<file path="src/rtl/timer_tick_gen_pkg.sv">
// Shared types for the programmable tick generator.
package timer_tick_gen_pkg;

    localparam int STATE_W = 1;

    typedef enum logic [STATE_W-1:0] {
        S_IDLE,
        S_RUN
    } t_timer_state;

endpackage

</file>
<file path="src/rtl/timer_tick_gen_down_counter.sv">
// Loadable down counter used as the period timer; load wins over decrement.
module down_counter_load #(
    parameter int N = 8
) (
    input  logic         i_clk,
    input  logic         i_reset,
    input  logic         i_load,
    input  logic [N-1:0] i_load_val,
    input  logic         i_dec,
    output logic         o_zero,
    output logic [N-1:0] o_value
);

    always_ff @(posedge i_clk or posedge i_reset) begin
        if (i_reset)
            o_value <= '0;
        else if (i_load)
            o_value <= i_load_val;
        else if (i_dec)
            o_value <= o_value - N'(1);
    end

    assign o_zero = (o_value == '0);

endmodule

</file>
<file path="src/rtl/timer_tick_gen.sv">
// Programmable period tick generator. Define TIMER_TICK_GEN_PERIODIC_EN for
// periodic reload; otherwise the timer is one-shot.
module timer_tick_gen
    import timer_tick_gen_pkg::*;
#(
    parameter int N = 8
) (
    input  logic         i_clk,
    input  logic         i_reset,
    input  logic [N-1:0] i_k,
    input  logic         i_start,
    input  logic         i_stop,
    output logic         o_tick,
    output logic         o_busy,
    output logic [N-1:0] o_remaining,
    output logic [N-1:0] o_ticks
);

`ifdef TIMER_TICK_GEN_PERIODIC_EN
    localparam bit PERIODIC = 1'b1;
`else
    localparam bit PERIODIC = 1'b0;
`endif

    t_timer_state state;
    logic [N-1:0] period;
    logic         accept;
    logic         expire;
    logic         cnt_zero;
    logic         cnt_load;
    logic         cnt_dec;
    logic [N-1:0] cnt_load_val;

    assign accept = i_start && !i_stop && (i_k != '0);
    // Period end only counts when neither stop nor restart claims this edge.
    assign expire = (state == S_RUN) && cnt_zero && !i_stop && !accept;

    assign cnt_load = i_stop || accept || (expire && PERIODIC);
    assign cnt_dec  = (state == S_RUN) && !cnt_zero && !i_stop && !accept;

    always_comb begin
        cnt_load_val = '0;
        if (i_stop)
            cnt_load_val = '0;
        else if (accept)
            cnt_load_val = i_k - N'(1);
        else
            cnt_load_val = period - N'(1);
    end

    down_counter_load #(.N(N)) u_cnt (
        .i_clk      (i_clk),
        .i_reset    (i_reset),
        .i_load     (cnt_load),
        .i_load_val (cnt_load_val),
        .i_dec      (cnt_dec),
        .o_zero     (cnt_zero),
        .o_value    (o_remaining)
    );

    always_ff @(posedge i_clk or posedge i_reset) begin
        if (i_reset) begin
            state   <= S_IDLE;
            period  <= '0;
            o_tick  <= 1'b0;
            o_ticks <= '0;
        end else begin
            o_tick <= expire;
            if (i_stop) begin
                state <= S_IDLE;
            end else if (accept) begin
                state   <= S_RUN;
                period  <= i_k;
                o_ticks <= '0;
            end else if (expire) begin
                o_ticks <= o_ticks + N'(1);
                if (!PERIODIC)
                    state <= S_IDLE;
            end
        end
    end

    assign o_busy = (state == S_RUN);

endmodule

</file>
<file path="config.mk">
export PLATFORM = sky130hd
export DESIGN_NAME = timer_tick_gen
export DESIGN_NICKNAME = d
export VERILOG_FILES = /design/src/rtl/timer_tick_gen_pkg.sv /design/src/rtl/timer_tick_gen_down_counter.sv /design/src/rtl/timer_tick_gen.sv
export SDC_FILE = /design/constraint.sdc
export NUM_CORES = 1
export LEC_CHECK = 0
export ABC_AREA = 0
export CAP_MARGIN = 20
export CORE_MARGIN = 5
export CORE_UTILIZATION = 47
export CTS_CLUSTER_DIAMETER = 30
export DETAILED_ROUTE_END_ITERATION = 12
export PLACE_DENSITY = 0.8
export SETUP_SLACK_MARGIN = 0.1
export SLEW_MARGIN = 40
export SYNTH_ARGS = -nofsm -noshare
export SYNTH_HDL_FRONTEND = slang
export SYNTH_SLANG_ARGS = --single-unit
</file>
<file path="constraint.sdc">
create_clock -name i_clk -period 2.5 [get_ports i_clk]
set_clock_uncertainty 0.1 [all_clocks]
set_input_delay 0.375 -clock i_clk [delete_from_list [all_inputs] [get_ports i_clk]]
set_output_delay 0.375 -clock i_clk [all_outputs]
set_load 0.005 [all_outputs]
</file>
# Yosys cells after proc, flatten, opt, wreduce, memory -nomap -nowiden
# Cells that the tools add are included.
[classes] n_addsub=4 muxes=9 n_bitwise=1 n_reduce_logical=19
[ops] operator="$mux 8" count=6
[ops] operator="$sub 8x1->8 const B" count=3
[ops] operator="$add 8x1->8 const B" count=1
[ops] operator="$logic_and 1x1->1" count=8
[ops] operator="$logic_not 8->1" count=1
[ops] operator="$reduce_bool 8->1" count=1
[ops] operator="$reduce_and 2->1" count=2
[ops] operator="$reduce_bool 2->1" count=2
[ops] operator="$logic_not 1->1" count=3
[ops] operator="$mux 1" count=3
[ops] operator="$reduce_bool 3->1" count=1
[ops] operator="$logic_or 1x1->1" count=1
[ops] operator="$not 1->1" count=1
[word_totals] ff_bits=26 out_inout_bits=18

# Longest topological paths before layout
[logic_depth] word_depth=8 ltp_mapped=11 ltp_nobuf=11

# Cells and area by module
# Synthesis repeated with hierarchy kept, for this count alone.
[hier_totals] hier_cells=162 area_unflattened_um2=1511.4
[modules_own_cells] mod="timer_tick_gen" n_inst=1 cells_each=111 area_each_um2=1053.5 seq_area_each_um2=450.4
[modules_own_cells] mod="down_counter_load" n_inst=1 cells_each=51 area_each_um2=457.9 seq_area_each_um2=200.2

# Least setup slack after synthesis
# Ideal clock, no wire load.
[synth_path] kind="input port to flip-flop" start="input i_k[3]" end="register u_cnt.o_value[4]" setup_ns=0.073 arrival_time_ns=2.455 required_ns=2.327 setup_slack_ns=-0.128 path_stages=9 path_cell_list="or4_4 > o31a_2 > mux2i_1 > ha_1 > nor3b_1 > xor2_1 > nand2_1 > a2bb2oi_1 > a2bb2oi_2"
[synth_via] elab_chain_len=5 word_cells_on_any_way=10 classes_between="1 x add/sub; 3 x mux; 6 x reduce/logical"
[synth_lines] item="start: declaration" line_no="timer_tick_gen.sv:10" rtl="input logic [N-1:0] i_k,"
[synth_lines] item="branches (longest 5 deep; another with $sub 8x1->8)"
[synth_lines] item="end signal: assignment" line_no="timer_tick_gen_down_counter.sv:18" rtl="o_value <= i_load_val;"
[synth_lines] item="end signal: assignment" line_no="timer_tick_gen_down_counter.sv:20" rtl="o_value <= o_value - N'(1);"
[synth_lines] item="end: declaration" line_no="timer_tick_gen_down_counter.sv:11" rtl="output logic [N-1:0] o_value"
# Parallel ways; which one is timed is not known.
# A chain may end at the register's enable or synchronous reset.

# Final worst setup path
[layout_path] start="input i_k[6]" end="register u_cnt.o_value[4]"
[layout_via] elab_chain_len=5 word_cells_on_any_way=9 classes_between="3 x mux; 6 x reduce/logical"
[layout_lines] item="$reduce_bool 8->1 (*)" line_no="timer_tick_gen.sv:34" rtl="assign accept = i_start && !i_stop && (i_k != '0);"
[layout_lines] item="$logic_and 1x1->1 (*)" line_no="timer_tick_gen.sv:34"
[layout_lines] item="$mux 8 or $logic_not 1->1 (tied branches)" line_no="timer_tick_gen.sv:45, timer_tick_gen.sv:39"
[layout_lines] item="$mux 8 or $logic_and 1x1->1 (tied branches)" line_no="timer_tick_gen.sv:43, timer_tick_gen.sv:39"
[layout_lines] item="$mux 8 or $reduce_bool 2->1 (tied branches)"
# Mark *: on every way between the ends. The rest lies on a longest branch, timed or not.

==> flow_metrics.tcl <==
set metrics [dict create \
    stdcell_count 204 \
    cts.clk_slew.worst_paths_ns 0.12 \
    synth.distinct_cells 39 \
    ant_nets 0 \
    post-route-cell-area_sq_mm 0.00175 \
    core_sq_mm 0.00243 \
    insertion_delay_ns 0.30 \
    grt_pass1_wl_mm 5.21 \
    die_x_um 59.9 \
    avgRoutedWirePerCell_um 15.3 \
    syn_inst 121 \
    async_flop_share_pct 100 \
    powerDensity_mw_per_mm2 530 \
    synth_area_leader_cell "dfrtp_1" \
    nNetsFinal 191 \
    tritoncts "yes" \
    tightest_slew_ns 0.625 \
    startpoint "i_k[6]" \
    p_sw_share_pct 27.9 \
    netlist_area_sq_mm 0.00117 \
    grt.overflow.total 0 \
    placedCellCount 195 \
    route.detailed.drc 0 \
    post-route-period-util_pct 98.1 \
    die-area_sq_mm 0.00359 \
    io_pins 30 \
    multi_input_area_sq_um 671 \
    setup_violations 0 \
    diodes 0 \
    crit_fanout 3 \
    worstSetupEndpointType "flop" \
    slew-limit-headroom_pct 58.0 \
    drive_above_1_share_pct 28.7 \
    clock-sinks 20 \
    cts_root_buf "clkbuf_4" \
    hp-class "primary input to asynchronous set/reset pin" \
    synth_top_area_share_pct 42.7 \
    ys_seq_area_share_pct 42.7 \
    drt_iter0_drc 31 \
    reg2reg_from "u_cnt.o_value[0]" \
    synth_warnings 0 \
    combPwrFrac_pct 30.0 \
    finalCriticalPeriod_ns 2.45 \
    syn_to_final_growth_pct 49.3 \
    synth_area_leaders "dfrtp_1 43%, xor2_1 9.7%, ha_1 4.3%, nor2_1 3.8%, nand2_1 3.2%" \
    drv_cap 0 \
    p_switching_mw 0.258 \
    final_hold_viol_count 0 \
    initial_core_util_pct 48.1 \
    worstPathArrival_ns 2.60 \
    syn-num-nets 137 \
    syn_area_per_cell_sq_um 9.68 \
    final-seq-area_sq_um 500 \
    placement_rows 18 \
    grt_pass1_vias 1148 \
    placed_area_sq_mm 0.00165 \
    die_y_um 59.9 \
    place.gp.congestion 0.836 \
    ys_ff_latch 20 \
    required_ns 2.64 \
    slew_viol_final 0 \
    synth-edff-count 0 \
    dpl.hpwl_mm 2.21 \
    grt_start_max_net_pins 21 \
    rsz0062_at_grt "yes" \
    p_int_mw 0.668 \
    grt_usage_pct 19.3 \
    htree_levels 1 \
    startpoint_type "primary input" \
    ff2ff_setup_slack_ns 0.32 \
    irDropWorstVdd_mv 0.514 \
    clock_path_buffers 2 \
    vias 1127 \
    path_class "primary input to flop" \
    first_pass_iters 4 \
    viasPerCell 5.52 \
    outcome "complete, no violations" \
    timing.fmax_ghz 0.408 \
    numCtsBuffers 3 \
    fillers 193 \
    synthFlopType "dfrtp_1" \
    leakage_nw 0.806 \
    port_buffers 29 \
    wl_mm 3.12 \
    holdBufCountCts 0 \
    clkPwrFrac_pct 28.7 \
    antenna_found_initial 0 \
    p_seq_share_pct 41.2 \
]
==> worst max-delay path: stages <==
cell and delay (ns):
buf_6 0.09, or4_4 0.54, o31a_4 0.36, mux2i_2 0.20, ha_2 0.22, nor3b_4 0.23, xor2_1 0.20, nand2_1 0.11
a2bb2oi_2 0.14, a2bb2oi_2 0.13
==> sequential cells by signal, indices dropped and copies added (netlist names) <==
register and flops:
o_busy 1, o_tick 1, o_ticks 8, period 2, u_cnt.o_value 8
==> logic make-up (layout without fill, tap and decap cells) <==
family,after synthesis,in the layout,synth area share [%]
mux,2,2,1.71
simple gates,44,44,19.8
fa+ha+maj,4,4,4.27
flops,20,20,42.7
compound gates,24,24,15.3
buf+inv,11,64,4.27
xor+xnor,16,16,12.0
==> Yosys cell counts (2+ instances only) <==
cell / count
nor3b_1: 2
clkbuf_1: 4
o22a_1: 2
and3_1: 2
o21ai_0: 4
ha_1: 4
nand2_1: 10
mux2i_1: 2
a21oi_1: 3
a41o_2: 2
nor2_1: 12
nor3_1: 3
nor2b_1: 2
dfrtp_1: 20
inv_1: 5
o22ai_1: 4
xnor2_1: 3
xor2_1: 13
nand4_1: 4
==> path summary, 6_finish.rpt <==
kind                               endpoint  depth (start not counted)
min                              o_ticks[6]                          2
min reg2reg                      o_ticks[7]                          2
max                        u_cnt.o_value[4]                         10
max in group asynchronous         period[0]                          2
min in group i_clk         u_cnt.o_value[0]                          3
max reg2reg                u_cnt.o_value[6]                          7
==> metal layers <==
metal | share of wire [%] | routed length, um | track usage, %
met1 | 42 | 1310 | 24.2
met2 | 52 | 1610 | 34.0
met3 | 5.2 | 162 | 2.16
met4 | 0.96 | 30 | 6.65
met5 | 0 | 0 | 0
==> power by group through the flow <==
stage          sequential (mW)  clock, mW  combinational, mW
2_1_floorplan            0.383          0              0.138
3_3_place_gp             0.385          0              0.257
3_5_place_dp             0.387          0              0.265
4_1_cts                  0.381      0.271              0.275
5_1_grt                  0.386      0.284              0.304
6_report                 0.382      0.266              0.278
==> metrics by stage <==
| step | util (%) | power, mW | hold WS [ns] | setup WS, ns | TNS, ns |
|---|---|---|---|---|---|
| 6_report | 71.9 | 0.926 | 0.273 | 0.0469 | 0 |
| 5_1_grt | 71.9 | 0.974 | 0.301 | -0.0761 | -0.0761 |
| 4_1_cts | 71.7 | 0.928 | 0.395 | 0.105 | 0 |
| 3_5_place_dp | 68.0 | 0.653 | 0.439 | -0.576 | -2.00 |
| 3_3_place_gp | 68.0 | 0.641 | 0.387 | -0.466 | -1.52 |
| 2_1_floorplan | - | 0.521 | 0.239 | -0.0230 | -0.0230 |
==> placed cells by master, fill, tap and decap left out, drive strengths merged, types with 3 or more instances in the layout <==
cell	n
nand2	10
a21oi	3
inv	5
nand4	4
dlygate4sd2	3
xnor2	3
nor3	3
xor2	13
o22ai	4
o21ai	4
nor2	12
clkdlybuf4s50	22
clkbuf	5
buf	28
ha	4
dfrtp	20
==> final cells by class <==
class                           instances  share of cell area [%]
Timing Repair Buffer                   55                    26.8
Tap cell                               30                    2.15
Multi-Input combinational cell         90                    38.4
Inverter                                5                    1.07
Sequential cell                        20                    28.6
Clock inverter                          1                    1.72
Clock buffer                            3                    1.29
==> repair_timing <==
item,CTS,global route
setup buffers,4,1
setup endpoints to repair,3,1
pin swaps,9,6
gates resized for setup,20,4
Note: power is estimated with default switching activity, not from simulation.
==> variant 1: new RTL, same flow settings <==
`N` is set to 8 in 2 places; all go to 16.
--- a/src/rtl/timer_tick_gen_down_counter.sv
+++ b/src/rtl/timer_tick_gen_down_counter.sv
@@ -2,3 +2,3 @@
 module down_counter_load #(
-    parameter int N = 8
+    parameter int N = 16
 ) (
--- a/src/rtl/timer_tick_gen.sv
+++ b/src/rtl/timer_tick_gen.sv
@@ -5,3 +5,3 @@
 #(
-    parameter int N = 8
+    parameter int N = 16
 ) (
Interface: changed (resized i_k, o_remaining and o_ticks); port bits go from 30 to 54. The function was not compared with the original's and may differ.
==> variant 1 against the original RTL <==
Design area grew 120%. Critical path depth unchanged. Global-route usage is 2.3 points higher. Non-clock buffer count is 48 higher. Maximum frequency rose by 2.9%. Power is 100% higher. Synthesized area increased by 140%. Synthesized cell count rose to 2.6 times the old value. Wire length rose to 2.5 times the old value. Hold slack improved by 0.068 ns. Sequential cell count rose by 25. Worst setup slack better by 0.069 ns. Cell count increased by 130%. Critical endpoint is now u_cnt.o_value[10].
==> variant 1: results (changes against the original RTL) <==
** Place
- The detailed placement HPWL came to 5.78 mm (+160%).
- The worst setup slack before clock tree synthesis came to -0.664 ns (-0.0878 ns).
- Quantity of I/O buffers inserted on ports :: 53 (+83%)
- Final estimated routing congestion in global placement :: 0.891 (+6.6%)
- Cell area after placement :: 3700 um^2 (+120%)
- The cell total after placement is 463 (+140%).

** Clock tree
- The clock edge transition at the registers on the reported setup and hold paths is 0.08 ns (-0.04 ns).
- Clock root buffer :: clkbuf_8
- Clock H-tree levels :: 2 (+1)
- The clock buffer count from CTS is 5 (+2).

** GRT
- Pin count of the biggest net entering global routing :: 46 (+120%)
- The via count of the first global-routing pass came to 2,628 (+130%).
- Global-route wire length before repair :: 13.0 mm (+150%)
- Overall routing resource usage :: 21.6% (+2.3 points)

** Drt
- The detailed-route wire length per cell is 16.4 um (+7.1%).
- The total vias in the final route came to 2,759 (+140%).
- The number of design-rule violations left by the first detailed-router iteration was 242 (+680%).

** Power
- The leakage power of the design came to 1.59 nW (+97%).
- The worst ir drop on vdd is 0.000362 V (-30%).

** Yosys
- Mean area per synthesized cell :: 9.00 um^2 (-7.0%)
- Net count after synthesis :: 332 (+140%)
- By area the synthesized netlist is led by dfrtp_1 (41%), xnor2_1 (6.3%), nand2_1 (4.7%), nor2_1 (4.5%), nor4_1 (3.6%).
- In the synthesized netlist the dominant register cell turns out to be dfrtp_1.
- Portion of the post-synthesis area used by sequential elements :: 40.5% (-2.2 points)
- Number of distinct library cells after synthesis :: 60 (+54%)
- List of most frequent post-synthesis cells :: dfrtp_1 (45), nand2_1 (35), nor2_1 (33)

** Layout
- Number of nets at the end of the flow :: 424 (+120%)
- Share of cells above drive strength 1 :: 21.4% (-7.3 points)
- In the final layout, the registers with the most flip-flops are o_ticks (16), u_cnt.o_value (16), period (11).
- The number of antenna diodes was 0 (unchanged).
- Non-Filler Instances :: 477 (+130%)
- The number of filler instances in the final layout was 459 (+140%).

** STA
- The tightest hold margin came to 0.341 ns (+0.0679 ns).
- Fmax achieved :: 420 MHz (+2.9%)
- Headroom to the max-slew limit :: 61.7% (+3.7 points)

** Status
- The flow ran to the end, and the final reports show no timing, DRC or antenna violations.

** Hold path
- The min-delay analysis places its worst path in the category input port to register.

** Worst setup path
- The critical path arrival was 2.46 ns (-0.14 ns).
- The count of cells along the worst register-to-register path came to 6 (-1).
- Maximum fanout encountered on the critical timing path :: 4 (+1)
-- variant 1: kinds of logic after synthesis --
logic type	synth area share, %
fa+ha+maj	1.35
buf+inv	3.74
xor+xnor	8.51
flops	40.5
simple gates	28.5
compound gates	15.6
mux	1.85
-- variant 1: repair_timing --
action / in CTS / in global routing
buffers inserted: 4 / 1
endpoints found under the setup margin: 8 / 6
pin swaps: 12 / 13
resized for setup: 31 / 9
cloned: 1 / 0
-- variant 1: worst paths after layout --
path                                         from                 to
worst min register to register          period[4]          period[4]
worst min-delay path                       i_k[5]          period[5]
worst max-delay path                      i_k[12]  u_cnt.o_value[10]
worst max register to register  u_cnt.o_value[11]        o_ticks[10]
max in group asynchronous                 i_reset   u_cnt.o_value[1]
min in group asynchronous                 i_reset        o_ticks[15]
-- variant 1: final cells by class --
type,count,area [um^2],share of cell area [%]
clock buffer,6,72.6,1.89
clock inverter,2,15.0,0.391
inverter,6,22.5,0.587
multi-input combinational,240,1620,42.3
sequential,45,1130,29.3
tap,75,93.8,2.44
timing repair buffer,103,886,23.1
-- variant 1: critical path: cells and delay by family --
kind	cells	cell delay, ns
compound gates	4	0.65
fa+ha+maj	1	0.18
buf+inv	1	0.09
simple gates	4	1.18
-- variant 1: routing by layer --
| metal | part of all wire, % | vias up | GRT usage, % |
|---|---|---|---|
| li1 | - | 1334 | - |
| met1 | 43 | 1335 | 29.0 |
| met2 | 51 | 84 | 36.6 |
| met3 | 5.2 | 6 | 3.12 |
| met4 | 1.1 | 0 | 5.24 |
| met5 | 0 | - | 0 |
-- variant 1: where the power goes --
group	internal [mW]	switching (mW)	total (mW)	leakage (nW)
Combinational	0.271	0.286	0.557	0.957
Clock	0.197	0.247	0.444	0.0374
Sequential	0.780	0.0654	0.846	0.597
Total	1.25	0.598	1.85	1.59
==> variant 2: new RTL, same flow settings <==
Made on the original files. Make the reset (`i_reset`) synchronous in 2 clocked blocks.
--- a/src/rtl/timer_tick_gen_down_counter.sv
+++ b/src/rtl/timer_tick_gen_down_counter.sv
@@ -13,3 +13,3 @@
 
-    always_ff @(posedge i_clk or posedge i_reset) begin
+    always_ff @(posedge i_clk) begin
         if (i_reset)
--- a/src/rtl/timer_tick_gen.sv
+++ b/src/rtl/timer_tick_gen.sv
@@ -60,3 +60,3 @@
 
-    always_ff @(posedge i_clk or posedge i_reset) begin
+    always_ff @(posedge i_clk) begin
         if (i_reset) begin
Formal check against the unedited RTL: differs if i_reset is asserted again (counterexample within 4 cycles, from zero or initial values and one cycle with i_reset high); with i_reset held inactive, the same outputs for 10 cycles.
==> variant 2 against the original RTL <==
Sequential cell count is the same. Maximum frequency grew 8.9%. Via count grew 12%. Count of clock-buffer cells in the layout unchanged. Power down 9.2%. Wire length up 11%. Design area is 3.4% higher. Critical path depth stayed put. Synthesized area is 2.9% higher. Worst setup slack improved by 0.20 ns.
==> variant 2: results (changes against the original RTL) <==
** GRT
- The initial antenna violation count was 0 (unchanged).
- The first-pass GRT wire length was 5.65 mm (+8.5%).
- Overall routing resource usage :: 20.1% (+0.83 points)
- Pin count of the biggest net entering global routing :: 13 (-38%)

** Worst setup path
- The count of cells along the worst register-to-register path is 8 (+1).
- The worst register-to-register path ends at u_cnt.o_value[4].
- The worst setup slack for register-to-register paths is 0.29 ns (-0.03 ns).
- Worst EP arrival :: 2.38 ns (-0.22 ns)
- Startpoint of the lowest-slack register-to-register path :: u_cnt.o_value[0]

** Yosys
- Post-synthesis mux area share :: 4.36% (+2.7 points)
- Post-synthesis adder-cell area fraction :: 4.15% (-0.12 points)
- Number of distinct library cells after synthesis :: 46 (+18%)
- By area the synthesized netlist is led by dfxtp_1 (33%), nor2_1 (5.3%), xnor2_1 (4.4%), ha_1 (4.2%), xor2_1 (3.6%).
- List of most frequent post-synthesis cells :: dfxtp_1 (20), nor2_1 (17), nand2_1 (9)
- The sequential fraction of the synthesis area is 33.2% (-9.5 points).
- The share of the synthesized netlist area taken by xor and xnor gates is 8.00% (-4.0 points).
- The net count of the mapped netlist was 158 (+15%).
- The async set or reset register ratio after synthesis is 0% (-100 points).
- Complex-gate fraction of the synthesized area :: 17.9% (+2.6 points)

** Clock tree
- The clock buffer count from CTS came to 3 (unchanged).
- The number of gates given a new drive strength after cts came to 10 (-50%).
- The post-CTS setup buffer count came to 2 (-2).
- CTS placed an instance of clkbuf_4 at the clock tree root.

** Drt
- The total vias in the final route is 1,260 (+12%).
- The total routed wirelength came to 3.46 mm (+11%).
- The number of detailed-routing iterations run before antenna repair is 4 (unchanged).
- The number of design-rule violations left by the first detailed-router iteration was 41 (+32%).

** STA
- The worst-case headroom to the max-slew limit was 75.4% (+17 points).

** Layout
- The number of filler instances in the final layout was 175 (-9.3%).
- Biggest regs :: o_ticks (8), u_cnt.o_value (8), period (2)
- Multi-Input Combinational :: 107 (+19%)
- Buffer share of cell area :: 25.8% (-0.96 points)
- Sequential share of cell area :: 22.1% (-6.5 points)
- The share of final-layout standard cells stronger than drive strength 1 is 26.4% (-2.3 points).
- Inverters, non-clock :: 8 (+3)
- The number of nets in the layout is 210 (+9.9%).
- Multi-input combinational area share :: 45.4% (+7.0 points)
- Number of buffers outside the clock class in the layout :: 54 (-1.8%)
- The clock network area share is 2.91% (-0.10 points).
- Antenna Cells :: 0 (unchanged)

** Power
- Leakage Power :: 0.715 nW (-11%)
- The fraction of power spent switching nets was 27.2% (-0.61 points).
- Clock Power Share :: 32.0% (+3.3 points)
- Share of power burned in combinational logic :: 26.4% (-3.6 points)
- Peak supply drop :: 0.000523 V (+1.6%)
- Switching component of the power :: 229 uW (-11%)

** Place
- The detailed placement HPWL came to 2.55 mm (+15%).
- The placer's final routability congestion estimate came to 0.938 (+12%).

** Hold path
- Start point of the worst hold path :: u_cnt.o_value[4]
- The worst hold path terminates at u_cnt.o_value[4].
- Worst hold path type :: register to register

** Status
- Outcome :: finished clean
## variant 2: cell types whose count changed after synthesis, sizes merged, moves of 3 or more
cell,change
a211oi,+6
dfrtp,-20
dfxtp,+20
inv,+3
nor2,+6
nor4,+3
o22ai,-4
xnor2,+3
xor2,-8
## variant 2: logic make-up (layout without fill, tap and decap cells)
group / after synthesis / after routing
xor gates and xnor gates: 11 / 11
muxes: 5 / 5
buffers and inverters: 15 / 66
AOI/OAI and AO/OA: 28 / 28
adders and majority gates: 4 / 4
and+or+nand+nor: 59 / 59
DFF: 20 / 20
## variant 2: layer usage
layer  up-vias  track usage, %  routed length (um)
li1        614               -                   -
met3         6            5.74                 199
met1       597            24.3                1500
met2        43            36.0                1710
met4         0            3.10                  46
met5         -               0                   0
## variant 2: metrics by stage
stage               setup TNS, ns  area [um^2]  hold slack [ns]  setup slack (ns)  std cells
finish                          0         1810            0.434             0.248        223
global route                    0         1810            0.473             0.140        223
CTS                             0         1760            0.431             0.103        220
detailed placement         -0.938         1690            0.413            -0.385        214
global placement           -0.582         1690            0.407            -0.256        214
floorplan                       0         1240            0.366             0.118        142
## variant 2: worst max-delay path, stage by stage
cell and delay [ns]:
dlygate4sd2_1 0.27, nor4_4 0.25, a21bo_4 0.21, mux2i_2 0.25
ha_2 0.22, nor3b_4 0.21, xnor2_1 0.11, nor2_1 0.17
o21bai_1 0.10, a211oi_1 0.22
## variant 2: worst max path at each step
stage,start,to,cells after the start
after detailed placement,i_k[0],u_cnt.o_value[6],10
after global routing,i_k[7],u_cnt.o_value[4],10
after CTS,i_start,u_cnt.o_value[6],10
after global placement,i_k[4],u_cnt.o_value[6],10
after floorplan,i_stop,u_cnt.o_value[6],11
final,i_k[5],u_cnt.o_value[4],10
